===== config.mk =====
export PLATFORM = sky130hd
export DESIGN_NAME = approx_mult_error_monitor
export DESIGN_NICKNAME = d
export VERILOG_FILES = /design/src/rtl/approx_mult_error_monitor_pkg.sv /design/src/rtl/approx_mult_error_monitor_abs_err_stage.sv /design/src/rtl/approx_mult_error_monitor.sv
export SDC_FILE = /design/constraint.sdc
export NUM_CORES = 1
export LEC_CHECK = 0
export CORE_ASPECT_RATIO = 0.7
export CORE_MARGIN = 2
export CORE_UTILIZATION = 62
export DETAILED_ROUTE_END_ITERATION = 10
export GPL_TIMING_DRIVEN = 0
export HOLD_SLACK_MARGIN = 0.08
export PLACE_DENSITY = 0.95
export SLEW_MARGIN = 20
export SYNTH_ARGS = -nofsm -noshare
export SYNTH_HDL_FRONTEND = slang
export SYNTH_HIERARCHICAL = 1
export SYNTH_SLANG_ARGS = --single-unit

===== constraint.sdc =====
create_clock -name clk -period 21 [get_ports clk]
set_clock_uncertainty 0.15 [all_clocks]
set_input_delay 6.3 -clock clk [delete_from_list [all_inputs] [get_ports clk]]
set_output_delay 6.3 -clock clk [all_outputs]
set_load 0.01 [all_outputs]

===== src/rtl/approx_mult_error_monitor_pkg.sv =====
// Shared definitions for the approximate-multiplier error monitor family:
// default operand width, window FSM encoding and accumulator guard width.
package approx_pkg;

  localparam int WIDTH_DEF = 16;

  // One carry bit above the accumulator detects overflow for saturation
  localparam int SAT_GUARD = 1;

  typedef enum logic [1:0] {
    IDLE  = 2'd0,
    RUN   = 2'd1,
    DRAIN = 2'd2,
    DONE  = 2'd3
  } state_e;

endpackage


===== src/rtl/approx_mult_error_monitor_abs_err_stage.sv =====
// Registered error stage: exact unsigned product of the operands and the
// absolute difference to the approximate product, with operands forwarded.
module abs_err_stage
  import approx_pkg::*;
#(
  parameter int WIDTH = WIDTH_DEF
) (
  input  logic                 clk,
  input  logic                 rst,
  input  logic                 v_in,
  input  logic [WIDTH-1:0]     a_in,
  input  logic [WIDTH-1:0]     b_in,
  input  logic [2*WIDTH-1:0]   approx_in,
  output logic                 v_q,
  output logic [WIDTH-1:0]     a_q,
  output logic [WIDTH-1:0]     b_q,
  output logic [2*WIDTH-1:0]   abs_err_q
);

  localparam int PW = 2 * WIDTH;

  logic [PW-1:0]        exact_s;
  logic signed [PW:0]   diff_s;
  logic                 v_d;
  logic [WIDTH-1:0]     a_d;
  logic [WIDTH-1:0]     b_d;
  logic [PW-1:0]        abs_err_d;

  // Exact product and absolute error of the incoming sample
  always_comb begin
    exact_s = PW'(a_in) * PW'(b_in);
    diff_s  = $signed({1'b0, exact_s}) - $signed({1'b0, approx_in});
    // magnitude of a (PW+1)-bit difference always fits in PW bits
    abs_err_d = PW'(diff_s[PW] ? -diff_s : diff_s);
    v_d = v_in;
    a_d = a_in;
    b_d = b_in;
  end

  // Stage register
  always_ff @(posedge clk or posedge rst) begin
    if (rst) begin
      v_q       <= 1'b0;
      a_q       <= {WIDTH{1'b0}};
      b_q       <= {WIDTH{1'b0}};
      abs_err_q <= {PW{1'b0}};
    end else begin
      v_q       <= v_d;
      a_q       <= a_d;
      b_q       <= b_d;
      abs_err_q <= abs_err_d;
    end
  end

endmodule


===== src/rtl/approx_mult_error_monitor.sv =====
// Windowed error-statistics monitor for an approximate multiplier: samples
// operands and product, and accumulates error count, sum, maximum and argmax.
module approx_mult_error_monitor
  import approx_pkg::*;
#(
  parameter int WIDTH  = WIDTH_DEF,
  parameter int WINDOW = 1024,
  parameter int CNT_W  = 11,
  parameter int SUM_W  = 48
) (
  input  logic                 clk,
  input  logic                 rst,
  input  logic                 start,
  input  logic                 valid_in,
  input  logic [WIDTH-1:0]     in1,
  input  logic [WIDTH-1:0]     in2,
  input  logic [2*WIDTH-1:0]   approx_out,
  output logic                 ready,
  output logic                 busy,
  output logic                 done,
  output logic [CNT_W-1:0]     sample_count,
  output logic [CNT_W-1:0]     err_count,
  output logic [SUM_W-1:0]     sum_abs_err,
  output logic [2*WIDTH-1:0]   max_abs_err,
  output logic [WIDTH-1:0]     max_in1,
  output logic [WIDTH-1:0]     max_in2
);

  localparam int PW = 2 * WIDTH;
  localparam int PAD_W = SUM_W + SAT_GUARD - PW;
  localparam logic [CNT_W-1:0] WINDOW_C = CNT_W'(WINDOW);
  localparam logic [CNT_W-1:0] ONE_C = CNT_W'(1'b1);

  state_e state_q, state_d;
  logic [CNT_W-1:0] acc_q, acc_d;
  logic v1_q, v1_d;
  logic [WIDTH-1:0] a1_q, a1_d, b1_q, b1_d;
  logic [PW-1:0] p1_q, p1_d;
  logic v2_q;
  logic [WIDTH-1:0] a2_q, b2_q;
  logic [PW-1:0] err2_q;
  logic [CNT_W-1:0] sample_count_q, sample_count_d, err_count_q, err_count_d;
  logic [SUM_W-1:0] sum_q, sum_d;
  logic [SUM_W+SAT_GUARD-1:0] sum_ext_s;
  logic [PW-1:0] max_q, max_d;
  logic [WIDTH-1:0] max_in1_q, max_in1_d, max_in2_q, max_in2_d;
  logic busy_q, busy_d, done_q, done_d;
  logic ready_s, accept_s;

  assign ready_s  = (state_q == RUN) && (acc_q < WINDOW_C);
  assign accept_s = valid_in && ready_s;

  abs_err_stage #(.WIDTH(WIDTH)) u_s2 (
    .clk       (clk),
    .rst       (rst),
    .v_in      (v1_q),
    .a_in      (a1_q),
    .b_in      (b1_q),
    .approx_in (p1_q),
    .v_q       (v2_q),
    .a_q       (a2_q),
    .b_q       (b2_q),
    .abs_err_q (err2_q)
  );

  // Next-state: capture stage, window FSM and statistics accumulation
  always_comb begin
    state_d        = state_q;
    acc_d          = acc_q;
    sample_count_d = sample_count_q;
    err_count_d    = err_count_q;
    sum_d          = sum_q;
    max_d          = max_q;
    max_in1_d      = max_in1_q;
    max_in2_d      = max_in2_q;
    sum_ext_s      = {{PAD_W{1'b0}}, err2_q} + {{SAT_GUARD{1'b0}}, sum_q};

    v1_d = accept_s;
    if (accept_s) begin
      a1_d = in1;
      b1_d = in2;
      p1_d = approx_out;
    end else begin
      a1_d = a1_q;
      b1_d = b1_q;
      p1_d = p1_q;
    end

    if (v2_q) begin
      sample_count_d = sample_count_q + ONE_C;
      err_count_d    = err_count_q + {{(CNT_W-1){1'b0}}, (err2_q != {PW{1'b0}})};
      sum_d = sum_ext_s[SUM_W] ? {SUM_W{1'b1}} : sum_ext_s[SUM_W-1:0];
      // strict compare keeps the earliest sample on ties
      if (err2_q > max_q) begin
        max_d     = err2_q;
        max_in1_d = a2_q;
        max_in2_d = b2_q;
      end else begin
        max_d     = max_q;
      end
    end else begin
      sum_d = sum_q;
    end

    case (state_q)
      IDLE: begin
        if (start) begin
          state_d        = RUN;
          acc_d          = {CNT_W{1'b0}};
          sample_count_d = {CNT_W{1'b0}};
          err_count_d    = {CNT_W{1'b0}};
          sum_d          = {SUM_W{1'b0}};
          max_d          = {PW{1'b0}};
          max_in1_d      = {WIDTH{1'b0}};
          max_in2_d      = {WIDTH{1'b0}};
        end else begin
          state_d = IDLE;
        end
      end
      RUN: begin
        if (accept_s) begin
          acc_d   = acc_q + ONE_C;
          state_d = (acc_d == WINDOW_C) ? DRAIN : RUN;
        end else begin
          state_d = RUN;
        end
      end
      DRAIN: begin
        if (!v1_q && !v2_q) begin
          state_d = DONE;
        end else begin
          state_d = DRAIN;
        end
      end
      DONE:    state_d = IDLE;
      default: state_d = IDLE;
    endcase

    busy_d = (state_d == RUN) || (state_d == DRAIN);
    done_d = (state_d == DONE);
  end

  // State and statistics registers
  always_ff @(posedge clk or posedge rst) begin
    if (rst) begin
      state_q        <= IDLE;
      acc_q          <= {CNT_W{1'b0}};
      v1_q           <= 1'b0;
      a1_q           <= {WIDTH{1'b0}};
      b1_q           <= {WIDTH{1'b0}};
      p1_q           <= {PW{1'b0}};
      sample_count_q <= {CNT_W{1'b0}};
      err_count_q    <= {CNT_W{1'b0}};
      sum_q          <= {SUM_W{1'b0}};
      max_q          <= {PW{1'b0}};
      max_in1_q      <= {WIDTH{1'b0}};
      max_in2_q      <= {WIDTH{1'b0}};
      busy_q         <= 1'b0;
      done_q         <= 1'b0;
    end else begin
      state_q        <= state_d;
      acc_q          <= acc_d;
      v1_q           <= v1_d;
      a1_q           <= a1_d;
      b1_q           <= b1_d;
      p1_q           <= p1_d;
      sample_count_q <= sample_count_d;
      err_count_q    <= err_count_d;
      sum_q          <= sum_d;
      max_q          <= max_d;
      max_in1_q      <= max_in1_d;
      max_in2_q      <= max_in2_d;
      busy_q         <= busy_d;
      done_q         <= done_d;
    end
  end

  assign ready        = ready_s;
  assign busy         = busy_q;
  assign done         = done_q;
  assign sample_count = sample_count_q;
  assign err_count    = err_count_q;
  assign sum_abs_err  = sum_q;
  assign max_abs_err  = max_q;
  assign max_in1      = max_in1_q;
  assign max_in2      = max_in2_q;

endmodule


Yosys cells after proc, flatten, opt, wreduce, memory -nomap -nowiden
Cells that the tools add are included.
{ "word_totals": {"register_bits": 279, "inputBits": 68, "out_inout_bits": 137, "word_cells": 77} }
{ "classes": {"n_addsub": 6, "mul": 1, "order_cmp": 2, "eq_ne": 9, "n_mux": 31, "reduce_logical": 10} }
{ "op_table": {"columns": ["operator", "count"], "rows": [
  ["$mux W48", 4],
  ["$mux W32", 5],
  ["$mux W16", 8],
  ["$mux W11", 8],
  ["$add A32 B48 Y49", 1],
  ["$sub A32 B32 Y33", 1],
  ["$gt A32 B32 Y1", 1],
  ["$mul A16 B16 Y32", 1],
  ["$neg A32 Y32", 1],
  ["$reduce_bool A32 Y1", 1],
  ["$add A11 B1 Y11 const B", 2],
  ["$pmux W11 S2", 1],
  ["$add A11 B1 Y11", 1],
  ["$eq A11 B11 Y1 const B", 1],
  ["$lt A11 B11 Y1 const B", 1],
  ["$eq A2 B2 Y1 const B", 4],
  ["$pmux W2 S4", 1],
  ["$eq A2 B1 Y1 const B", 2],
  ["$mux W2", 2],
  ["$ne A2 B2 Y1 const B", 2],
  ["$logic_and A1 B1 Y1", 3],
  ["$reduce_and A3 Y1", 1],
  ["$logic_not A1 Y1", 2],
  ["$logic_not A2 Y1", 1],
  ["other kinds (3)", 4]
]} }

Logic depth before layout (Yosys ltp)
Gate-level depths: netlist of the first run.
{ "logic_depth": {"word_depth": 7, "ltp_mapped": 26, "depth_no_buf": 24} }

Hierarchy
The synthesis of the first run kept the hierarchy.
{ "modules_own_cells": {"columns": ["mod", "instances", "cells_per_inst", "area_each_um2", "seq_area_each_um2"], "rows": [
  ["abs_err_stage", 1, 1299, 12085.3, 1626.6],
  ["approx_mult_error_monitor", 1, 1288, 11516.0, 5355.1]
]} }

Least setup slack after synthesis of the first run
OpenSTA, ideal clock, no wires.
{ "synth_timing": {"path_kind": "input port to flip-flop", "startpoint": "in start", "endpoint": "reg busy_q, in the netlist busy", "setup_time_ps": 126, "arrival_time_ps": 7492, "required_ps": 20724, "slack_ps": 13232, "cell_stages": 5, "n_path_buf": 2, "path_cell_list": "nand2_1 -> clkbuf_1 -> buf_1 -> o311ai_1 -> ha_1"} }
{ "synth_via": {"elab_chain_cells": 4, "word_cells_on_any_way": 5, "cone_classes": "2 x eq/ne; 2 x mux; 1 x reduce/logical"} }
{ "synth_lines": {"columns": ["element", "line", "text"], "rows": [
  ["start, declared", "approx_mult_error_monitor.sv:13", "input logic start,"],
  ["$mux W1 (*)", "approx_mult_error_monitor.sv:107", "if (start) begin"],
  ["$pmux W2 S4 (*)", "approx_mult_error_monitor.sv:105", "case (state_q)"],
  ["named net state_d[0]", "approx_mult_error_monitor.sv:34", "state_e state_q, state_d;"],
  ["$eq A2 B1 Y1 or $eq A2 B2 Y1 (tied branches)", "approx_mult_error_monitor.sv:139", "busy_d = (state_d == RUN) || (state_d == DRAIN);"],
  ["$logic_or A1 B1 Y1 (*)", "approx_mult_error_monitor.sv:139", null],
  ["named net busy_d", "approx_mult_error_monitor.sv:47", "logic busy_q, busy_d, done_q, done_d;"],
  ["end signal, assigned", "approx_mult_error_monitor.sv:173", "busy_q <= busy_d;"],
  ["end, declared", "approx_mult_error_monitor.sv:47", null]
]} }
Mark *: on every way through the listed nets, which the timed path passes. The rest lies on a longest branch.
A chain may end at the register's enable or synchronous reset.

Worst setup path after layout of the first run
Ends and elaborated chain as after synthesis.

==> impl_metrics.env, run 1 <==
export IMPL_cts_sinks=279
export IMPL_fp_dieH_um=167
export IMPL_clk_latency_ns=0.60
export IMPL_h_tree_depth=1
export IMPL_crit_required_ns=21.32
export IMPL_critPathCaptureType="flop"
export IMPL_cp_data_arrival_time_ns=8.97
export IMPL_routed_wl_mm=73.0
export IMPL_die_width_um=237
export IMPL_post_route_period_util=0.412
export IMPL_clk_path_buf_depth=3
export IMPL_grt_pass1_wl_mm=113
export IMPL_cts_root_buf="clkbuf_16"
export IMPL_hold_end="u_s2/v_q$_DFF_PP0_"
export IMPL_synth_area_um2=23600
export IMPL_post_place_ws_ns=11.90
export IMPL_drive_gt1_frac=0.0390
export IMPL_cts_resized_gates=0
export IMPL_synth_flop_cell="dfrtp_1"
export IMPL_synthCells=2587
export IMPL_slew_headroom=0.363
export IMPL_rsz0062_at_grt="no"
export IMPL_ys_types=85
export IMPL_viasPerCell=6.24
export IMPL_ios=205
export IMPL_place_area_um2=26300
export IMPL_hold_path_class="flop to flop"
export IMPL_reg2reg_depth=23
export IMPL_antenna_found_initial=3
export IMPL_ys_ff_latch=279
export IMPL_hold_start="v1_q$_DFF_PP0_"
export IMPL_vias=20840
export IMPL_design_area_um2=27300
export IMPL_crit_path_start="start"
export IMPL_fmax_ghz=0.116
export IMPL_drt_first_iter_violations=2476
export IMPL_drt_pre_antenna_iters=7
export IMPL_place_hpwl_mm=56.2
export IMPL_crit_type="primary input to flop"
export IMPL_cap_violations=0
export IMPL_syn_to_final_growth_pct=15.9
export IMPL_syn_num_nets=3064
export IMPL_placementRows=59
export IMPL_startpoint_type="primary input"
export IMPL_postSynthAreaPerCell_um2=9.12
export IMPL_finalHoldViolations=0
export IMPL_crit_fanout=10
export IMPL_path_clk_slew_ns=0.07
export IMPL_track_usage=0.367
export IMPL_grt_max_degree=83
export IMPL_status="complete, no violations"
export IMPL_grt_pass1_vias=20800
export IMPL_slew_violations=0
export IMPL_start_util=0.632
export IMPL_cts_setup_buffers=0
export IMPL_async_flop_share=1.00
export IMPL_rr_startpoint="a1_q[10]$_DFFE_PP0P_"
export IMPL_cts_tree="done"
export IMPL_ff2ff_setup_slack_ns=12.97
export IMPL_io_buffer_count=204
export IMPL_grt_overflow_total=0
export IMPL_cts_buffers=29
export IMPL_dieArea_um2=39700
export IMPL_final_antenna_net_count=0
export IMPL_core_area_um2=37400
export IMPL_hold_buffers=0
export IMPL_worstReg2RegEnd="u_s2/abs_err_q[31]$_DFF_PP0_"
export IMPL_fin_tns_setup_ns=0
export IMPL_setup_ws_ns=12.36
export IMPL_final_setup_viol_count=0
export IMPL_holdPathStages=0
export IMPL_tightestPinTransition_ns=0.955
export IMPL_avgRoutedWirePerCell_um=21.9
export IMPL_drc_errors=0
export IMPL_yosysWarnings=6
export IMPL_seq_area_frac_synth=0.296
export IMPL_synth_edf_count=0
export IMPL_place_congestion=1.00
export IMPL_fin_crit_ns=8.64
export IMPL_final_nets=3302
-- metrics by stage --
step	utilization	hold slack (ns)	instances
6_report	0.732	0.244	3338
2_1_floorplan	-	0.204	2587
5_1_grt	0.732	0.255	3336
4_1_cts	0.732	0.245	3335
3_5_place_dp	0.705	0.227	3282
3_3_place_gp	0.703	0.220	3279
-- cell usage in the layout, fill, tap and decap left out, types with 10 or more instances in the layout --
| cell | synthesis | final |
|---|---|---|
| a211oi_1 | 11 | 11 |
| a21o_1 | 45 | 45 |
| a21oi_1 | 90 | 90 |
| a31oi_1 | 33 | 33 |
| and2_1 | 114 | 114 |
| and3_1 | 29 | 29 |
| and4_1 | 13 | 13 |
| buf_2 | 17 | 17 |
| clkbuf_1 | 94 | 98 |
| clkbuf_16 | 0 | 29 |
| clkdlybuf4s50_1 | 0 | 204 |
| dfrtp_1 | 279 | 279 |
| fa_1 | 225 | 225 |
| ha_1 | 184 | 184 |
| inv_1 | 335 | 333 |
| nand2_1 | 457 | 457 |
| nand3_1 | 91 | 91 |
| nand4_1 | 28 | 28 |
| nor2_1 | 79 | 79 |
| nor3_1 | 21 | 21 |
| nor4_1 | 11 | 11 |
| o21a_1 | 14 | 14 |
| o21ai_0 | 127 | 127 |
| o31ai_1 | 40 | 40 |
| or3_1 | 10 | 10 |
| xnor2_1 | 58 | 58 |
| xor2_1 | 51 | 51 |
-- per-layer routing --
metal,wire length (um),share of wire,vias up,global-route usage
li1,-,-,8959,-
met1,28800,0.39,10255,0.511
met2,32400,0.44,1403,0.558
met3,9210,0.13,223,0.102
met4,2550,0.035,0,0.128
met5,0,0,-,0
-- logic make-up (layout without fill, tap and decap cells) --
group / after synthesis / after routing / synth area share
XOR/XNOR: 110 / 110 / 0.0411
AND/OR/NAND/NOR: 895 / 895 / 0.179
multiplexers: 4 / 4 / 0.00170
flip-flops: 279 / 279 / 0.296
adder cells (fa/ha/maj): 409 / 409 / 0.288
other: 0 / 3 / 0
AO/OA/AOI/OAI: 430 / 430 / 0.119
buffers and inverters: 460 / 720 / 0.0750
-- worst max-delay path by stage --
stage                      endpoint  depth (start not counted)
4_1_cts              busy$_DFF_PP0_                          6
2_1_floorplan   a1_q[0]$_DFFE_PP0P_                          1
6_report             busy$_DFF_PP0_                          6
3_5_place_dp         busy$_DFF_PP0_                          6
5_1_grt              busy$_DFF_PP0_                          6
3_3_place_gp   p1_q[22]$_DFFE_PP0P_                          2
-- sequential cells by signal, summed over array words and instances (netlist names) --
register	flops
acc_q	11
max_in1	16
busy	1
done	1
u_s2/v_q	1
u_s2/b_q	16
err_count	11
u_s2/abs_err_q	32
sum_abs_err	48
max_in2	16
b1_q	16
a1_q	16
state_q	2
sample_count	11
u_s2/a_q	16
p1_q	32
max_abs_err	32
v1_q	1
-- Yosys cell counts (all sizes together) (4+ instances only) --
cell,number,share of area
o21a,14,0.0045
and2,118,0.032
dfrtp,279,0.30
nor4,11,0.0029
nor2,80,0.013
mux2i,4,0.0017
a211oi,12,0.0040
nand3,91,0.019
nand2b,8,0.0021
and4,13,0.0048
a21oi,93,0.021
xnor2,59,0.022
fa,225,0.19
ha,184,0.098
nand4,28,0.0074
o21ai,132,0.028
and3,29,0.0077
nor2b,5,0.0013
clkbuf,96,0.015
nor4b,4,0.0021
buf,28,0.0061
nor3,23,0.0053
nand2,457,0.073
xor2,51,0.019
inv,335,0.053
or3,12,0.0036
o31ai,42,0.014
a311oi,9,0.0036
a31oi,33,0.0087
o211ai,9,0.0034
a31o,4,0.0015
o21bai,5,0.0016
a21o,45,0.014
-- critical path, cell delays in order --
cell,delay (ns)
clkdlybuf4s50_1,0.42
nand2_1,0.33
clkbuf_1,0.59
buf_1,0.67
o311ai_1,0.28
ha_1,0.37
-- final cells by class --
type | instances | area (um^2)
sequential | 279 | 6980
inverter | 336 | 1270
timing repair buffer | 207 | 2120
multi-input combinational | 1848 | 14900
tap | 488 | 611
antenna | 3 | 7.51
clock buffer | 38 | 810
buffer | 124 | 508
clock inverter | 15 | 186
fill | 2466 | 10000
Power of run 1 is left out: the tool's default activity adds up to more than one toggle a clock period on the data nets, which glitch-free logic cannot reach.
==> run 2: changes to the inputs <==
- CORE_UTILIZATION: 62 -> 54
- PLACE_DENSITY: 0.95 -> 0.89
- clock period: 21 -> 7.5 ns (I/O delays scaled with it)
==> run 2 against run 1 <==
Hold slack got worse by 0.013 ns. Die area grew 15%. Critical path depth grew 19. Via count down 2.4%. Wire length decreased by 1.8%. Worst setup slack got worse by 12 ns. Count of clock-buffer cells in the layout decreased by 3. Final area grew 1.8%. Non-clock buffer count rose by 14.
==> impl_metrics.env, run 2 (same netlist as run 1, synthesis figures left out) <==
export IMPL_status="complete, no violations"
export IMPL_largest_register_ffs=48
export IMPL_final_common_cell="nand2_1"
export IMPL_dieArea_um2=45400
export IMPL_cp_data_arrival_time_ns=7.62
export IMPL_slew_headroom=0.284
export IMPL_io_buffer_count=204
export IMPL_routed_wl_mm=71.6
export IMPL_wl_met3_mm=8.12
export IMPL_hold_buffers=0
export IMPL_final_nets=3316
export IMPL_highest_layer="met4"
export IMPL_cts_buffers=29
export IMPL_drc_errors=0
export IMPL_viasPerCell=5.88
export IMPL_vias=20332
export IMPL_cp_slowest_stage_delay_ns=0.56
export IMPL_rr_startpoint="a1_q[5]$_DFFE_PP0P_"
export IMPL_place_hpwl_mm=56.1
export IMPL_die_width_um=254
export IMPL_layout_common_cells="457 x nand2_1, 333 x inv_1, 251 x dfrtp_1"
export IMPL_drt_met1_wl_mm=29.8
export IMPL_fin_crit_ns=7.30
export IMPL_stdcell_count=3459
export IMPL_crit_buf_inv=7
export IMPL_startpoint_type="flop"
export IMPL_crit_type="flop to flop"
export IMPL_holdPathStages=0
export IMPL_fin_util=0.642
export IMPL_start_util=0.544
export IMPL_ios=205
export IMPL_hold_path_class="flop to flop"
export IMPL_antenna_found_initial=4
export IMPL_critPathCaptureType="flop"
export IMPL_cts_root_buf="clkbuf_16"
export IMPL_grt_overflow_total=0
export IMPL_wl_met2_mm=31.4
export IMPL_grt_pass1_vias=19918
export IMPL_crit_fanout=10
export IMPL_n_fill_cell=3430
export IMPL_hold_start="v1_q$_DFF_PP0_"
export IMPL_cts_sinks=279
export IMPL_worstReg2RegEnd="u_s2/abs_err_q[7]$_DFF_PP0_"
export IMPL_dp_cells=3393
export IMPL_drt_first_iter_violations=2099
export IMPL_slew_violations=0
export IMPL_drive_gt1_frac=0.0720
export IMPL_avgRoutedWirePerCell_um=20.7
export IMPL_path_clk_slew_ns=0.07
export IMPL_placementRows=64
export IMPL_grt_pass1_wl_mm=109
export IMPL_reg2reg_depth=25
export IMPL_core_area_um2=43400
export IMPL_final_antenna_net_count=0
export IMPL_track_usage=0.315
export IMPL_hold_end="u_s2/v_q$_DFF_PP0_"
export IMPL_cap_violations=0
export IMPL_crit_required_ns=7.82
export IMPL_cts_tree="done"
export IMPL_fmax_ghz=0.137
export IMPL_clk_path_buf_depth=3
export IMPL_crit_family="adder cells"
export IMPL_cp_slowest_cell="dfrtp_2"
export IMPL_ff2ff_setup_slack_ns=0.20
export IMPL_tightestPinTransition_ns=1.07
export IMPL_place_congestion=0.970
export IMPL_syn_to_final_growth_pct=18.0
export IMPL_post_route_period_util=0.973
export IMPL_fp_dieH_um=179
export IMPL_grt_max_degree=36
export IMPL_h_tree_depth=1
export IMPL_finalHoldViolations=0
export IMPL_drt_pre_antenna_iters=5
export IMPL_clk_latency_ns=0.61
export IMPL_final_setup_viol_count=0
[run 2: changes by cell type in the layout (fill, tap and decap cells not counted), sizes merged]
cell	change
buf	+25
clkinvlp	+4
bufinv	+1
clkbuf	-14
clkinv	-2
inv	+1
[run 2: metrics by stage]
step	instance area [um^2]	hold WS, ns	worst slack (ns)	TNS (ns)
finish	27800	0.231	0.202	0
global route	27800	0.239	-0.0213	-0.0213
CTS	27600	0.233	0.00187	0
detailed placement	26600	0.219	-0.275	-3.91
global placement	26400	0.218	-0.139	-0.690
floorplan	23600	0.204	1.01	0
[run 2: timing repair]
item	CTS	global route
setup endpoints to repair	31	31
setup buffers	0	12
pin swaps	0	4
gates resized for setup	34	82
[run 2: per-layer routing]
layer / global-route usage / up-vias
li1: - / 8983
met1: 0.439 / 10121
met2: 0.469 / 1046
met3: 0.0957 / 182
met4: 0.105 / 0
met5: 0 / -
[run 2: area by class of cell]
type	instances	area, um^2	share of cell area
diodes	3	7.51	0.000270
clock inverters	19	238	0.00854
well taps	594	743	0.0267
repair buffers	224	2300	0.0826
clock buffers	35	768	0.0276
inverters	336	1270	0.0455
flip-flops and latches	279	7020	0.252
plain buffers	121	556	0.0199
multi-input cells	1848	15000	0.537
[run 2: how the worst max path moves through the flow]
stage	from	endpoint	slack, ns	depth (start not counted)
2_1_floorplan	a1_q[2]$_DFFE_PP0P_	u_s2/abs_err_q[31]$_DFF_PP0_	1.01	25
3_3_place_gp	a1_q[11]$_DFFE_PP0P_	u_s2/abs_err_q[31]$_DFF_PP0_	-0.14	23
3_5_place_dp	a1_q[5]$_DFFE_PP0P_	u_s2/abs_err_q[7]$_DFF_PP0_	-0.27	25
4_1_cts	a1_q[5]$_DFFE_PP0P_	u_s2/abs_err_q[31]$_DFF_PP0_	0.002	24
5_1_grt	a1_q[5]$_DFFE_PP0P_	u_s2/abs_err_q[31]$_DFF_PP0_	-0.02	24
6_report	a1_q[5]$_DFFE_PP0P_	u_s2/abs_err_q[7]$_DFF_PP0_	0.20	25
Power of run 2 is left out for the same reason.
==> run 3: changes to the inputs <==
- PLACE_DENSITY: 0.89 -> 0.78
==> run 3 against run 2 <==
Die area is the same. Fmax fell by 1.1%. First-iteration DRC count fell by 14%. Wire length shrank 1.8%. Final cell count decreased by 0.29%. Critical path type unchanged.
==> impl_metrics.env, run 3 (same netlist as run 1, synthesis figures left out) <==
export IMPL_cts_buffers=31
export IMPL_grt_pass1_vias=19368
export IMPL_place_congestion=0.956
export IMPL_hold_path_class="flop to flop"
export IMPL_clk_path_buf_depth=3
export IMPL_syn_to_final_growth_pct=17.6
export IMPL_status="complete, no violations"
export IMPL_grt_overflow_total=0
export IMPL_ios=205
export IMPL_fin_crit_ns=7.38
export IMPL_drt_first_iter_violations=1805
export IMPL_finalHoldViolations=0
export IMPL_crit_required_ns=7.82
export IMPL_layout_common_cells="457 x nand2_1, 333 x inv_1, 252 x dfrtp_1"
export IMPL_io_buffer_count=204
export IMPL_avgRoutedWirePerCell_um=20.4
export IMPL_post_route_period_util=0.983
export IMPL_placementRows=64
export IMPL_cts_root_buf="clkbuf_16"
export IMPL_dieArea_um2=45400
export IMPL_dp_cells=3393
export IMPL_fmax_ghz=0.136
export IMPL_final_setup_viol_count=0
export IMPL_start_util=0.544
export IMPL_grt_pass1_wl_mm=110
export IMPL_track_usage=0.316
export IMPL_final_antenna_net_count=0
export IMPL_vias=19864
export IMPL_critPathCaptureType="flop"
export IMPL_fin_hold_ws_ns=0.265
export IMPL_viasPerCell=5.76
export IMPL_antenna_found_initial=2
export IMPL_clk_latency_ns=0.59
export IMPL_cts_tree="done"
export IMPL_path_clk_slew_ns=0.06
export IMPL_startpoint_type="flop"
export IMPL_drc_errors=0
export IMPL_crit_type="flop to flop"
export IMPL_rsz0062_at_grt="yes"
export IMPL_slew_violations=0
export IMPL_fp_dieH_um=179
export IMPL_n_fill_cell=3624
export IMPL_final_nets=3309
export IMPL_core_area_um2=43400
export IMPL_cap_violations=0
export IMPL_cts_sinks=279
export IMPL_slew_headroom=0.371
export IMPL_largest_register_ffs=48
export IMPL_die_width_um=254
export IMPL_place_hpwl_mm=56.5
export IMPL_cp_data_arrival_time_ns=7.70
export IMPL_drt_pre_antenna_iters=6
export IMPL_routed_wl_mm=70.4
export IMPL_h_tree_depth=1
export IMPL_drive_gt1_frac=0.0655
export IMPL_stdcell_count=3449
export IMPL_grt_max_degree=38
export IMPL_crit_fanout=10
export IMPL_tightestPinTransition_ns=0.944
export IMPL_final_common_cell="nand2_1"
run 3: what timing repair did:
| action | 4_1_cts | 5_1_grt |
|---|---|---|
| hold buffers | 0 | 0 |
| pin swaps | 0 | 2 |
| gates resized for setup | 31 | 50 |
| endpoints found under the setup margin | 31 | 31 |
| hold endpoints to repair | 0 | 0 |
| buffers inserted | 0 | 2 |
run 3: path summary, 6_finish.rpt:
kind,slack [ns],from,endpoint,cells past startpoint
setup / recovery,0.12,b1_q[2]$_DFFE_PP0P_,u_s2/abs_err_q[31]$_DFF_PP0_,22
hold / removal,0.26,v1_q$_DFF_PP0_,u_s2/v_q$_DFF_PP0_,0
setup reg to reg,0.12,b1_q[2]$_DFFE_PP0P_,u_s2/abs_err_q[31]$_DFF_PP0_,22
hold reg to reg,0.26,v1_q$_DFF_PP0_,u_s2/v_q$_DFF_PP0_,0
max in group asynchronous,4.18,rst,p1_q[25]$_DFFE_PP0P_,5
min in group asynchronous,1.94,rst,u_s2/b_q[5]$_DFF_PP0_,2
run 3: critical path, stage by stage (launching register included):
cell      delay (ns)
dfrtp_1         0.63
clkbuf_2        0.35
nand2_1         0.11
fa_1            0.56
fa_1            0.45
fa_1            0.52
inv_1           0.05
fa_1            0.48
fa_1            0.56
inv_1           0.06
fa_1            0.57
inv_1           0.05
ha_1            0.36
a21oi_1         0.23
o21ai_0         0.15
a21oi_2         0.29
o22ai_1         0.22
or4_1           0.55
o221ai_1        0.17
o21ai_0         0.15
a21oi_1         0.19
xor2_1          0.28
xnor2_1         0.12
run 3: per-stage QoR:
stage	area (um^2)	util	TNS, ns	setup WS, ns
6_report	27800	0.639	0	0.124
5_1_grt	27700	0.639	-0.0563	-0.0563
4_1_cts	27700	0.638	0	0.00598
3_5_place_dp	26600	0.612	-2.59	-0.241
3_3_place_gp	26400	0.608	-1.22	-0.202
2_1_floorplan	23600	-	0	1.01
run 3: area by class of cell:
type	instances	area, um^2	share of cell area
Tap cell	594	743	0.0268
Clock buffer	41	913	0.0329
Timing Repair Buffer	214	2220	0.0802
Multi-Input combinational cell	1848	14900	0.536
Buffer	122	548	0.0197
Antenna cell	1	2.50	0.0000902
Inverter	336	1270	0.0457
Sequential cell	279	7020	0.253
Clock inverter	14	149	0.00537
run 3: per-layer routing:
metal  part of all wire  vias to the layer above  wire length [um]  track usage
met1               0.44                     9798             31000        0.471
met2               0.43                      950             30500        0.470
li1                   -                     8991                 -            -
met3               0.10                      125              7200       0.0697
met5                  0                        -                 0            0
met4              0.023                        0              1640       0.0703
Power of run 3 is left out for the same reason.
